### src/rtl/arithmetic_logic_unit_pkg.sv
// Shared definitions for the 16-bit ALU.
//   - FunSel[3:0] operation codes (OP_A .. OP_CSR)
//   - FunSel[4] width select bit position
//   - Bit positions of the {Z,C,N,O} flags inside FlagsOut
package arithmetic_logic_unit_pkg;

    localparam int DATA_W  = 16;
    localparam int FLAGS_W = 4;

    localparam int FUN_WIDE_BIT = 4;

    localparam logic [3:0] OP_A     = 4'h0;
    localparam logic [3:0] OP_B     = 4'h1;
    localparam logic [3:0] OP_NOT_A = 4'h2;
    localparam logic [3:0] OP_NOT_B = 4'h3;
    localparam logic [3:0] OP_ADD   = 4'h4;
    localparam logic [3:0] OP_ADC   = 4'h5;
    localparam logic [3:0] OP_SUB   = 4'h6;
    localparam logic [3:0] OP_AND   = 4'h7;
    localparam logic [3:0] OP_OR    = 4'h8;
    localparam logic [3:0] OP_XOR   = 4'h9;
    localparam logic [3:0] OP_NAND  = 4'hA;
    localparam logic [3:0] OP_LSL   = 4'hB;
    localparam logic [3:0] OP_LSR   = 4'hC;
    localparam logic [3:0] OP_ASR   = 4'hD;
    localparam logic [3:0] OP_CSL   = 4'hE;
    localparam logic [3:0] OP_CSR   = 4'hF;

    localparam int FLAG_Z = 3;
    localparam int FLAG_C = 2;
    localparam int FLAG_N = 1;
    localparam int FLAG_O = 0;

endpackage

### src/rtl/arithmetic_logic_unit_core.sv
// Combinational result and next-flag generation.
// Ports:
//   a, b        in  16  operands
//   fun_sel     in  5   [4]=width (0: 8-bit on low bytes, 1: 16-bit), [3:0]=op
//   carry_in    in  1   current C flag (used by add-with-carry, held by non-carry ops)
//   ovf_in      in  1   current O flag (held by ops that do not define O)
//   result      out 16  ALU result (8-bit mode: sign-extended low byte)
//   flags_next  out 4   {Z,C,N,O} the flag register loads on a write
module arithmetic_logic_unit_core
    import arithmetic_logic_unit_pkg::*;
(
    input  logic [DATA_W-1:0]  a,
    input  logic [DATA_W-1:0]  b,
    input  logic [4:0]         fun_sel,
    input  logic               carry_in,
    input  logic               ovf_in,
    output logic [DATA_W-1:0]  result,
    output logic [FLAGS_W-1:0] flags_next
);

    logic              wide;
    logic [3:0]        op;
    logic [3:0]        msb;
    logic [15:0]       top_bit;
    logic [15:0]       a_w;
    logic [15:0]       b_w;
    logic [15:0]       b_inv;
    logic [16:0]       sum;
    logic [15:0]       r;
    logic              carry;
    logic              ovf;
    logic              zero;
    logic              neg;

    always_comb begin
        wide    = fun_sel[FUN_WIDE_BIT];
        op      = fun_sel[3:0];
        msb     = wide ? 4'd15 : 4'd7;
        top_bit = wide ? 16'h8000 : 16'h0080;
        // In 8-bit mode the upper byte is cleared so carries land in bit 8.
        a_w     = wide ? a : {8'h00, a[7:0]};
        b_w     = wide ? b : {8'h00, b[7:0]};
        b_inv   = wide ? ~b : {8'h00, ~b[7:0]};
        sum     = 17'd0;
        r       = 16'd0;
        carry   = carry_in;
        ovf     = ovf_in;

        case (op)
            OP_A:     r = a_w;
            OP_B:     r = b_w;
            OP_NOT_A: r = ~a_w;
            OP_NOT_B: r = ~b_w;
            OP_ADD, OP_ADC: begin
                sum   = {1'b0, a_w} + {1'b0, b_w}
                      + {16'd0, (op == OP_ADC) ? carry_in : 1'b0};
                r     = sum[15:0];
                carry = wide ? sum[16] : sum[8];
                ovf   = (a_w[msb] == b_w[msb]) && (r[msb] != a_w[msb]);
            end
            OP_SUB: begin
                sum   = {1'b0, a_w} + {1'b0, b_inv} + 17'd1;
                r     = sum[15:0];
                carry = wide ? sum[16] : sum[8];
                ovf   = (a_w[msb] != b_w[msb]) && (r[msb] != a_w[msb]);
            end
            OP_AND:   r = a_w & b_w;
            OP_OR:    r = a_w | b_w;
            OP_XOR:   r = a_w ^ b_w;
            OP_NAND:  r = ~(a_w & b_w);
            OP_LSL: begin
                r     = a_w << 1;
                carry = a_w[msb];
            end
            OP_LSR: begin
                r     = a_w >> 1;
                carry = a_w[0];
            end
            OP_ASR: begin
                r     = (a_w >> 1) | (a_w[msb] ? top_bit : 16'h0000);
                carry = a_w[0];
            end
            OP_CSL: begin
                r     = (a_w << 1) | {15'd0, a_w[msb]};
                carry = a_w[msb];
            end
            OP_CSR: begin
                r     = (a_w >> 1) | (a_w[0] ? top_bit : 16'h0000);
                carry = a_w[0];
            end
            default: r = a_w;
        endcase

        result = wide ? r : {{8{r[7]}}, r[7:0]};
        zero   = wide ? (r == 16'd0) : (r[7:0] == 8'd0);
        neg    = r[msb];

        flags_next         = '0;
        flags_next[FLAG_Z] = zero;
        flags_next[FLAG_C] = carry;
        flags_next[FLAG_N] = neg;
        flags_next[FLAG_O] = ovf;
    end

endmodule

### src/rtl/arithmetic_logic_unit.sv
// 16-bit ALU with a clocked {Z,C,N,O} flag register.
// Ports:
//   Clock     in  1   flags update on rising edge
//   Reset     in  1   asynchronous, active-low; clears FlagsOut only
//   A, B      in  16  operands
//   FunSel    in  5   [4]=width select, [3:0]=operation
//   WF        in  1   write-flags enable
//   ALUOut    out 16  combinational result (zero latency)
//   FlagsOut  out 4   registered flags {Z,C,N,O}
// The flag register lives directly in this module so FlagsOut is a plain
// variable that can be forced hierarchically.
module arithmetic_logic_unit
    import arithmetic_logic_unit_pkg::*;
(
    input  logic               Clock,
    input  logic               Reset,
    input  logic [DATA_W-1:0]  A,
    input  logic [DATA_W-1:0]  B,
    input  logic [4:0]         FunSel,
    input  logic               WF,
    output logic [DATA_W-1:0]  ALUOut,
    output logic [FLAGS_W-1:0] FlagsOut
);

    logic [FLAGS_W-1:0] flags_next;

    arithmetic_logic_unit_core u_core (
        .a          (A),
        .b          (B),
        .fun_sel    (FunSel),
        .carry_in   (FlagsOut[FLAG_C]),
        .ovf_in     (FlagsOut[FLAG_O]),
        .result     (ALUOut),
        .flags_next (flags_next)
    );

    always_ff @(posedge Clock or negedge Reset) begin
        if (!Reset) begin
            FlagsOut <= '0;
        end else if (WF) begin
            FlagsOut <= flags_next;
        end
    end

endmodule

### config.mk
export PLATFORM = sky130hd
export DESIGN_NAME = arithmetic_logic_unit
export DESIGN_NICKNAME = d
export VERILOG_FILES = /design/src/rtl/arithmetic_logic_unit_pkg.sv /design/src/rtl/arithmetic_logic_unit_core.sv /design/src/rtl/arithmetic_logic_unit.sv
export SDC_FILE = /design/constraint.sdc
export NUM_CORES = 1
export LEC_CHECK = 0
export CAP_MARGIN = 20
export CORE_ASPECT_RATIO = 1.2
export CORE_MARGIN = 4
export CORE_UTILIZATION = 43
export CTS_CLUSTER_SIZE = 40
export DETAILED_ROUTE_END_ITERATION = 8
export GPL_TIMING_DRIVEN = 0
export PLACE_DENSITY = 0.7
export SYNTH_ARGS = -nofsm -noshare
export SYNTH_HDL_FRONTEND = slang
export SYNTH_HIERARCHICAL = 1
export SYNTH_SLANG_ARGS = --single-unit
### constraint.sdc
create_clock -name Clock -period 7.9 [get_ports Clock]
set_clock_uncertainty 0.05 [all_clocks]
set_input_delay 1.975 -clock Clock [delete_from_list [all_inputs] [get_ports Clock]]
set_output_delay 1.975 -clock Clock [all_outputs]
set_load 0.05 [all_outputs]
-- Yosys cells after proc, flatten, opt, wreduce, memory -nomap -nowiden
Cells that the tools add are included.
- word-level logic and storage cells: 75
- latch bits: 0
- memory bits (writable): 0
- memories kept: 0
- input bits: 40
- bits in registers: 4
- memory bits (read-only): 0
- output and inout bits: 20
- shifts and indexed selects: 0
- multipliers: 0
- reduce and logical (&&, ||, !) cells: 12
- $lt $le $gt $ge: 1
- muxes and demuxes: 25
- bitwise operators: 11
- div/mod/pow operators: 0
- add/sub/neg operators: 4
- eq/ne operators: 19
- operators by type and width (operator ; count):
    $pmux W16 S15 ; 1
    $mux W16 ; 7
    $not A16 Y16 ; 4
    $add A16 B16 Y17 ; 2
    $eq A4 B4 Y1 const B ; 8
    $or A15 B16 Y16 ; 2
    $bmux W1 S4 ; 5
    $add A17 B1 Y17 ; 1
    $add A17 B1 Y17 const B ; 1
    $and A16 B16 Y16 ; 1
    $eq A4 B3 Y1 const B ; 4
    $logic_not A16 Y1 ; 1
    $or A16 B1 Y16 ; 1
    $or A16 B16 Y16 ; 1
    $xor A16 B16 Y16 ; 1
    $mux W1 ; 9
    $eq A4 B2 Y1 const B ; 2
    $logic_not A8 Y1 ; 1
    $not A8 Y8 ; 1
    $lt A4 B5 Y1 const B ; 1
    $eq A4 B1 Y1 const B ; 1
    $logic_not A4 Y1 ; 1
    $mux W4 ; 1
    $pmux W1 S4 ; 1
    other kinds (9) ; 14

-- Depth between registers and ports, before layout
Gate-level depths: netlist (run 1).
- depth after elaboration: 9
- gate-level depth with buffers: 17
- mapped depth without buffers: 14

-- Hierarchy
Netlist (run 1), hierarchy kept.
- by module, submodules not included (module ; times used ; area each (um^2) ; sequential area each (um^2) ; cells each):
    arithmetic_logic_unit_core ; 1 ; 4146.5 ; 0.0 ; 648
    arithmetic_logic_unit ; 1 ; 145.1 ; 100.1 ; 8

-- Worst setup path before layout (run 1)
Ideal clock, no wire load.
- path kind: input port to output port
- start point: in FunSel[2]
- end point: out ALUOut[14]
- data arrival time: 5613 ps
- stages on the path: 14
- path slack: 262 ps
- path buffers: 3
- cell sequence: buf_2 buf_2 nor2b_1 nand3_1 fa_1 nor2b_1 o31a_1 o41ai_4 xnor2_1 nand2_1 a41oi_1 and2_1 clkbuf_1 o21bai_1
- longest elaborated chain between the ends: 5
- elaborated cells between the ends (all ways): 21
- RTL lines (what ; line ; RTL):
    start, declared ; arithmetic_logic_unit.sv:19 ; input logic [4:0] FunSel,
    $eq A4 B3 Y1 ; arithmetic_logic_unit_core.sv:49, arithmetic_logic_unit_core.sv:56 ;
    $mux W1 ; arithmetic_logic_unit_core.sv:56 ; + {16'd0, (op == OP_ADC) ? carry_in : 1'b0};
    $add A17 B1 Y17 ; arithmetic_logic_unit_core.sv:56 ;
    $pmux W16 S15 * ; arithmetic_logic_unit_core.sv:49 ; case (op)
    $mux W16 * ; arithmetic_logic_unit_core.sv:94 ; result = wide ? r : {{8{r[7]}}, r[7:0]};
    end, declared ; arithmetic_logic_unit.sv:21 ; output logic [DATA_W-1:0] ALUOut,
Mark *: on every way between the ends. The rest lies on a longest branch, timed or not.

-- Worst setup path after layout (run 1)
- start point: in FunSel[2]
- end point: out ALUOut[8]
Same word-level chain as after synthesis.

==> metrics.csv, run 1 <==
metric,value,unit
status,"finished, final reports clean",
wl_met2,9630,um
final_area,5260,um^2
area_growth,22.5,%
seq_area_frac_synth,0.0233,
power,0.000544,W
cp.required,5.88,ns
die_area,11700,um^2
drv_cap,0,
fin_cells,844,
cts_root_buf,clkbuf_16,
cts_made_buffers,3,
min_period,7.83,ns
max_slew_margin,0.500,
period_share,0.992,
rsz0062_at_grt,no,
reg.largest.list,FlagsOut: 4 flops,
grt_pass1_wl,31100,um
ys_seq_elements,4,
fin_nets,814,
synth-edff-count,0,
vias,5829,
dpl_cell_area,5030,um^2
numClockSinks,4,
grt_start_max_net_pins,19,
synth_flop_cell,dfrtp_1,
h-tree-depth,1,
top_layer,met4,
place_congestion,1.03,
syn_area,4290,um^2
crit_path_end_kind,primary output,
fin_ws,0.0670,ns
wl_met3,2120,um
clk-insertion-delay-late,0.22,ns
wl_per_cell,25.0,um
largest_reg_flops,4,
worstSetupPathType,input port to primary output,
hold_class,flip-flop to flip-flop,
p_per_area,103,nW/um^2
cpPeakStageDelay,0.51,ns
grt_overflow,0,
clkSlewWorstSetupHoldPaths,0.03,ns
fmax,0.128,GHz
synth_cells,656,
synth-warning-count,6,
crit_path_frequent_cell,fa_2,
final_core_util,0.547,
cts_tree,yes,
leakagePower,2.34,nW
final_common_cell,nand2_1,
arrival,5.81,ns
layout_common_cells,"73 x nand2_1, 66 x nor2_1, 48 x ha_1, 47 x inv_1",
dp_hpwl,16100,um
cts.path.max_buffers,2,
grt_pass1_vias,5552,
regMostFlops,FlagsOut,
hold_viol_final,0,
wl_met1,7880,um
drive_above_1_share,0.111,
ys_async_sr_fraction,1.00,
dr.first_iter.drc_count,753,
dp_slack,-1.87,ns
grtUsageTotal,0.339,
die_w,99.2,um
die_y,117,um
setup_viol,0,
cp_slowest_cell,clkdlybuf4s50_1,
dr.pass1.iters,6,
start_util,0.446,
antenna_found_initial,0,
placementRows,39,
place_inst,837,
worst_slew_pin_slew,0.750,ns
synth.distinct_cells,80,
vias_per_cell,6.91,
crit_chain,clkdlybuf4s50_1 > buf_6 > nor2b_4 > nand3_1 > fa_2 > fa_2 > nand2b_1 > a2111oi_4 > or3_4 > a31o_1 > mux2i_1 > a32oi_1 > a21o_1 > clkdlybuf4s15_2,
ir_drop,0.0745,mV
synth_fp_nets,747,
final_max_slew_viol_count,0,
boundaryPins,60,
diodes,0,
cp_max_fo,3,
final_antenna_net_count,0,
start_kind,input port,
syn_area_per_cell,6.54,um^2
io_buffers,58,
drc,0,
wirelength,21100,um
coreArea,9610,um^2
==> cell families (layout without fill, tap and decap cells) <==
family | after synthesis | in the layout | synth area share
muxes | 17 | 17 | 0.0408
xor gates and xnor gates | 10 | 10 | 0.0204
DFF | 4 | 4 | 0.0233
buffers and inverters | 95 | 160 | 0.0962
adders and majority gates | 51 | 51 | 0.154
and+or+nand+nor | 235 | 235 | 0.262
AOI/OAI and AO/OA | 244 | 244 | 0.403
==> worst paths after layout <==
kind,from,endpoint,slack [ns],cells past startpoint
worst max-delay path,FunSel[2],ALUOut[8],0.07,14
worst min-delay path,FlagsOut[3],FlagsOut[3],0.47,1
worst max register to register,FlagsOut[2],FlagsOut[3],3.47,14
worst min register to register,FlagsOut[3],FlagsOut[3],0.47,1
max in group asynchronous,Reset,FlagsOut[2],5.71,1
min in group asynchronous,Reset,FlagsOut[1],1.91,1
==> where the power goes <==
group / leakage, nW / internal, W / switching [W]
Clock: 0.0370 / 0.0000647 / 0.0000142
Combinational: 2.26 / 0.000159 / 0.000279
Sequential: 0.0509 / 0.0000246 / 0.00000315
==> cells in the mapped netlist (4+ instances only) <==
cell	number	share of area
a211oi_1	11	0.019
a21o_1	16	0.028
a21oi_1	47	0.055
a221o_1	4	0.0093
a221oi_1	8	0.016
a22oi_1	5	0.0087
a31oi_1	4	0.0058
a32oi_1	9	0.018
a41oi_1	5	0.010
and2_1	4	0.0058
and3_1	8	0.012
buf_2	18	0.021
buf_4	9	0.016
clkbuf_1	14	0.012
dfrtp_1	4	0.023
ha_1	48	0.14
inv_1	48	0.042
inv_2	4	0.0035
mux2_2	4	0.010
mux2i_1	13	0.030
nand2_1	73	0.064
nand2b_1	14	0.020
nand3_1	21	0.024
nor2_1	66	0.058
nor2b_1	8	0.012
nor3_1	11	0.013
o211ai_1	6	0.010
o21a_1	4	0.0070
o21ai_0	40	0.047
o221ai_1	9	0.018
o22ai_1	22	0.032
or3_1	7	0.010
xnor2_1	7	0.014
==> layer usage <==
layer / vias up / GRT usage
met5: - / 0
met4: 0 / 0.191
met3: 104 / 0.0511
met2: 418 / 0.567
met1: 2726 / 0.407
li1: 2581 / -
==> worst max-delay path: cells and delay by family <==
kind	cells	cell delay, ns
compound gates	4	1.01
fa+ha+maj	2	0.78
buf+inv	3	0.96
mux	1	0.35
simple gates	4	0.71
==> through the flow <==
step | hold WS, ns | TNS [ns]
2_1_floorplan | 0.817 | 0
3_3_place_gp | 0.440 | -14.02
3_5_place_dp | 0.461 | -14.36
4_1_cts | 0.468 | 0
5_1_grt | 0.487 | 0
6_report | 0.465 | 0
==> area by class of cell <==
class                   count  area [um^2]
well taps                 123          154
repair buffers             64          608
multi-input cells         557         3880
plain buffers              40          239
fillers                   991         4360
flip-flops and latches      4          100
clock buffers               3         75.1
inverters                  53          203
==> repair_timing <==
action | CTS | global route
hold endpoints to repair | 0 | 0
buffers inserted | 5 | 1
pin swaps | 1 | 4
gates cloned | 0 | 0
resized for setup | 52 | 15
hold buffers | 0 | 0
endpoints found under the setup margin | 15 | 9
(Power assumes the default switching activity.)
==> run 2, diff against run 1 <==
Settings changed: HOLD_SLACK_MARGIN set to 0.1.
==> results of run 2 <==
Same layout as run 1: the final DEF is identical, and so are final timing and power.
==> run 3, diff against run 2 <==
Clock period 7.9 ns to 7.86 ns, I/O delays scaled along.
==> run 3 against run 2 <==
Clock power up 1%. Sequential share of layout area about the same. Routed wire length up 0.52%. Global-route usage unchanged. Total power up 1.1%. Largest cell class unchanged.
==> metrics.csv, run 3 (synthesis gave the netlist of run 1 again) <==
metric,value,unit
status,"finished, final reports clean",
n_fill_cell,991,
regMostFlops,FlagsOut,
start_kind,input port,
cts.path.max_buffers,2,
h-tree-depth,1,
area_growth,23.0,%
final_antenna_net_count,0,
fin_nets,814,
grt_pass1_vias,5553,
diodes,0,
grt_start_max_net_pins,19,
arrival,5.78,ns
period_share,0.992,
antenna_found_initial,0,
wirelength,21200,um
grtUsageTotal,0.339,
io_buffers,58,
vias,5914,
max_slew_margin,0.487,
largest_reg_flops,4,
hold_viol_final,0,
grt_pass1_wl,31100,um
cp_max_fo,3,
die_w,99.2,um
final_max_slew_viol_count,0,
grt_busiest_layer,met2,
ctsHoldBuffers,0,
start_util,0.446,
die_y,117,um
placementRows,39,
p_per_area,104,nW/um^2
die_area,11700,um^2
final_common_cell,nand2_1,
clk-insertion-delay-late,0.22,ns
dp_hpwl,16100,um
dr.pass1.iters,6,
hold_class,flip-flop to flip-flop,
drv_cap,0,
power,0.000550,W
met1_usage,0.407,
setup_viol,0,
fin_cells,844,
place_inst,837,
drive_above_1_share,0.112,
crit_path_end_kind,primary output,
layout_common_cells,"73 x nand2_1, 66 x nor2_1, 48 x ha_1, 47 x inv_1",
reg.largest.list,FlagsOut: 4 flops,
fmax,0.128,GHz
ir_drop,0.0749,mV
boundaryPins,60,
drc,0,
leakagePower,2.36,nW
place_congestion,1.03,
coreArea,9610,um^2
grt_util_met2,0.567,
cp.required,5.85,ns
worst_slew_pin_slew,0.759,ns
dr.first_iter.drc_count,778,
use_met3,0.0511,
worstSetupPathType,input port to primary output,
clkSlewWorstSetupHoldPaths,0.03,ns
vias_per_cell,7.01,
wl_per_cell,25.1,um
grt_overflow,0,
min_period,7.80,ns
cts_root_buf,clkbuf_16,
cts_made_buffers,3,
numClockSinks,4,
cts_tree,yes,
## run 3: changes by cell type in the layout (fill, tap and decap cells not counted)
cell,before,now
buf_4,17,16
buf_6,2,3
nand2b_1,14,13
nand2b_4,0,1
nor4b_2,1,0
nor4b_4,0,1
## run 3: worst paths after layout
kind | slack, ns | to | start | cells after the start
max reg2reg | 3.45 | FlagsOut[3] | FlagsOut[2] | 14
max in group asynchronous | 5.68 | FlagsOut[2] | Reset | 1
min in group asynchronous | 1.90 | FlagsOut[1] | Reset | 1
min | 0.47 | FlagsOut[3] | FlagsOut[3] | 1
max | 0.06 | ALUOut[8] | FunSel[2] | 14
min reg2reg | 0.47 | FlagsOut[3] | FlagsOut[3] | 1
## run 3: area by class of cell
class / instances / area (um^2) / share of cell area
tap: 123 / 154 / 0.0292
timing repair buffer: 64 / 612 / 0.116
sequential: 4 / 100 / 0.0190
clock buffer: 3 / 75.1 / 0.0142
multi-input combinational: 557 / 3890 / 0.738
inverter: 53 / 203 / 0.0384
buffer: 40 / 239 / 0.0453
## run 3: power breakdown
part	switching [W]	total [W]	leakage [nW]	internal [W]
combinational	0.000282	0.000443	2.27	0.000161
sequential	0.00000319	0.0000279	0.0509	0.0000247
clock	0.0000147	0.0000797	0.0370	0.0000650
total	0.000300	0.000550	2.36	0.000250
## run 3: worst max-delay path, stage by stage
cell and delay (ns):
clkdlybuf4s50_1 0.51, buf_6 0.12, nor2b_4 0.16, nand3_1 0.13, fa_2 0.38, fa_2 0.41
nand2b_4 0.18, a2111oi_4 0.40, or3_4 0.20, a31o_1 0.19, mux2i_1 0.32, a32oi_1 0.22
a21o_1 0.23, clkdlybuf4s15_2 0.33
## run 3: metrics by stage
stage | util | cell area [um^2] | hold WS (ns) | worst slack [ns] | TNS [ns]
after floorplan | - | 4290 | 0.817 | 0.242 | 0
after global placement | 0.523 | 5030 | 0.440 | -1.88 | -14.35
after detailed placement | 0.523 | 5030 | 0.461 | -1.89 | -14.69
after CTS | 0.543 | 5220 | 0.468 | 0.0239 | 0
after global routing | 0.549 | 5280 | 0.487 | -0.00231 | -0.00231
final | 0.549 | 5280 | 0.466 | 0.0630 | 0
## run 3: layer usage
| metal | wire length (um) | up-vias |
|---|---|---|
| met5 | 0 | - |
| met4 | 1460 | 0 |
| met3 | 2170 | 110 |
| met2 | 9720 | 441 |
| met1 | 7850 | 2777 |
| li1 | - | 2586 |
## run 3: what timing repair did
item	CTS	global route
buffers inserted	5	1
cloned	0	0
pin swaps	2	6
gates resized for setup	52	18
setup endpoints to repair	15	9
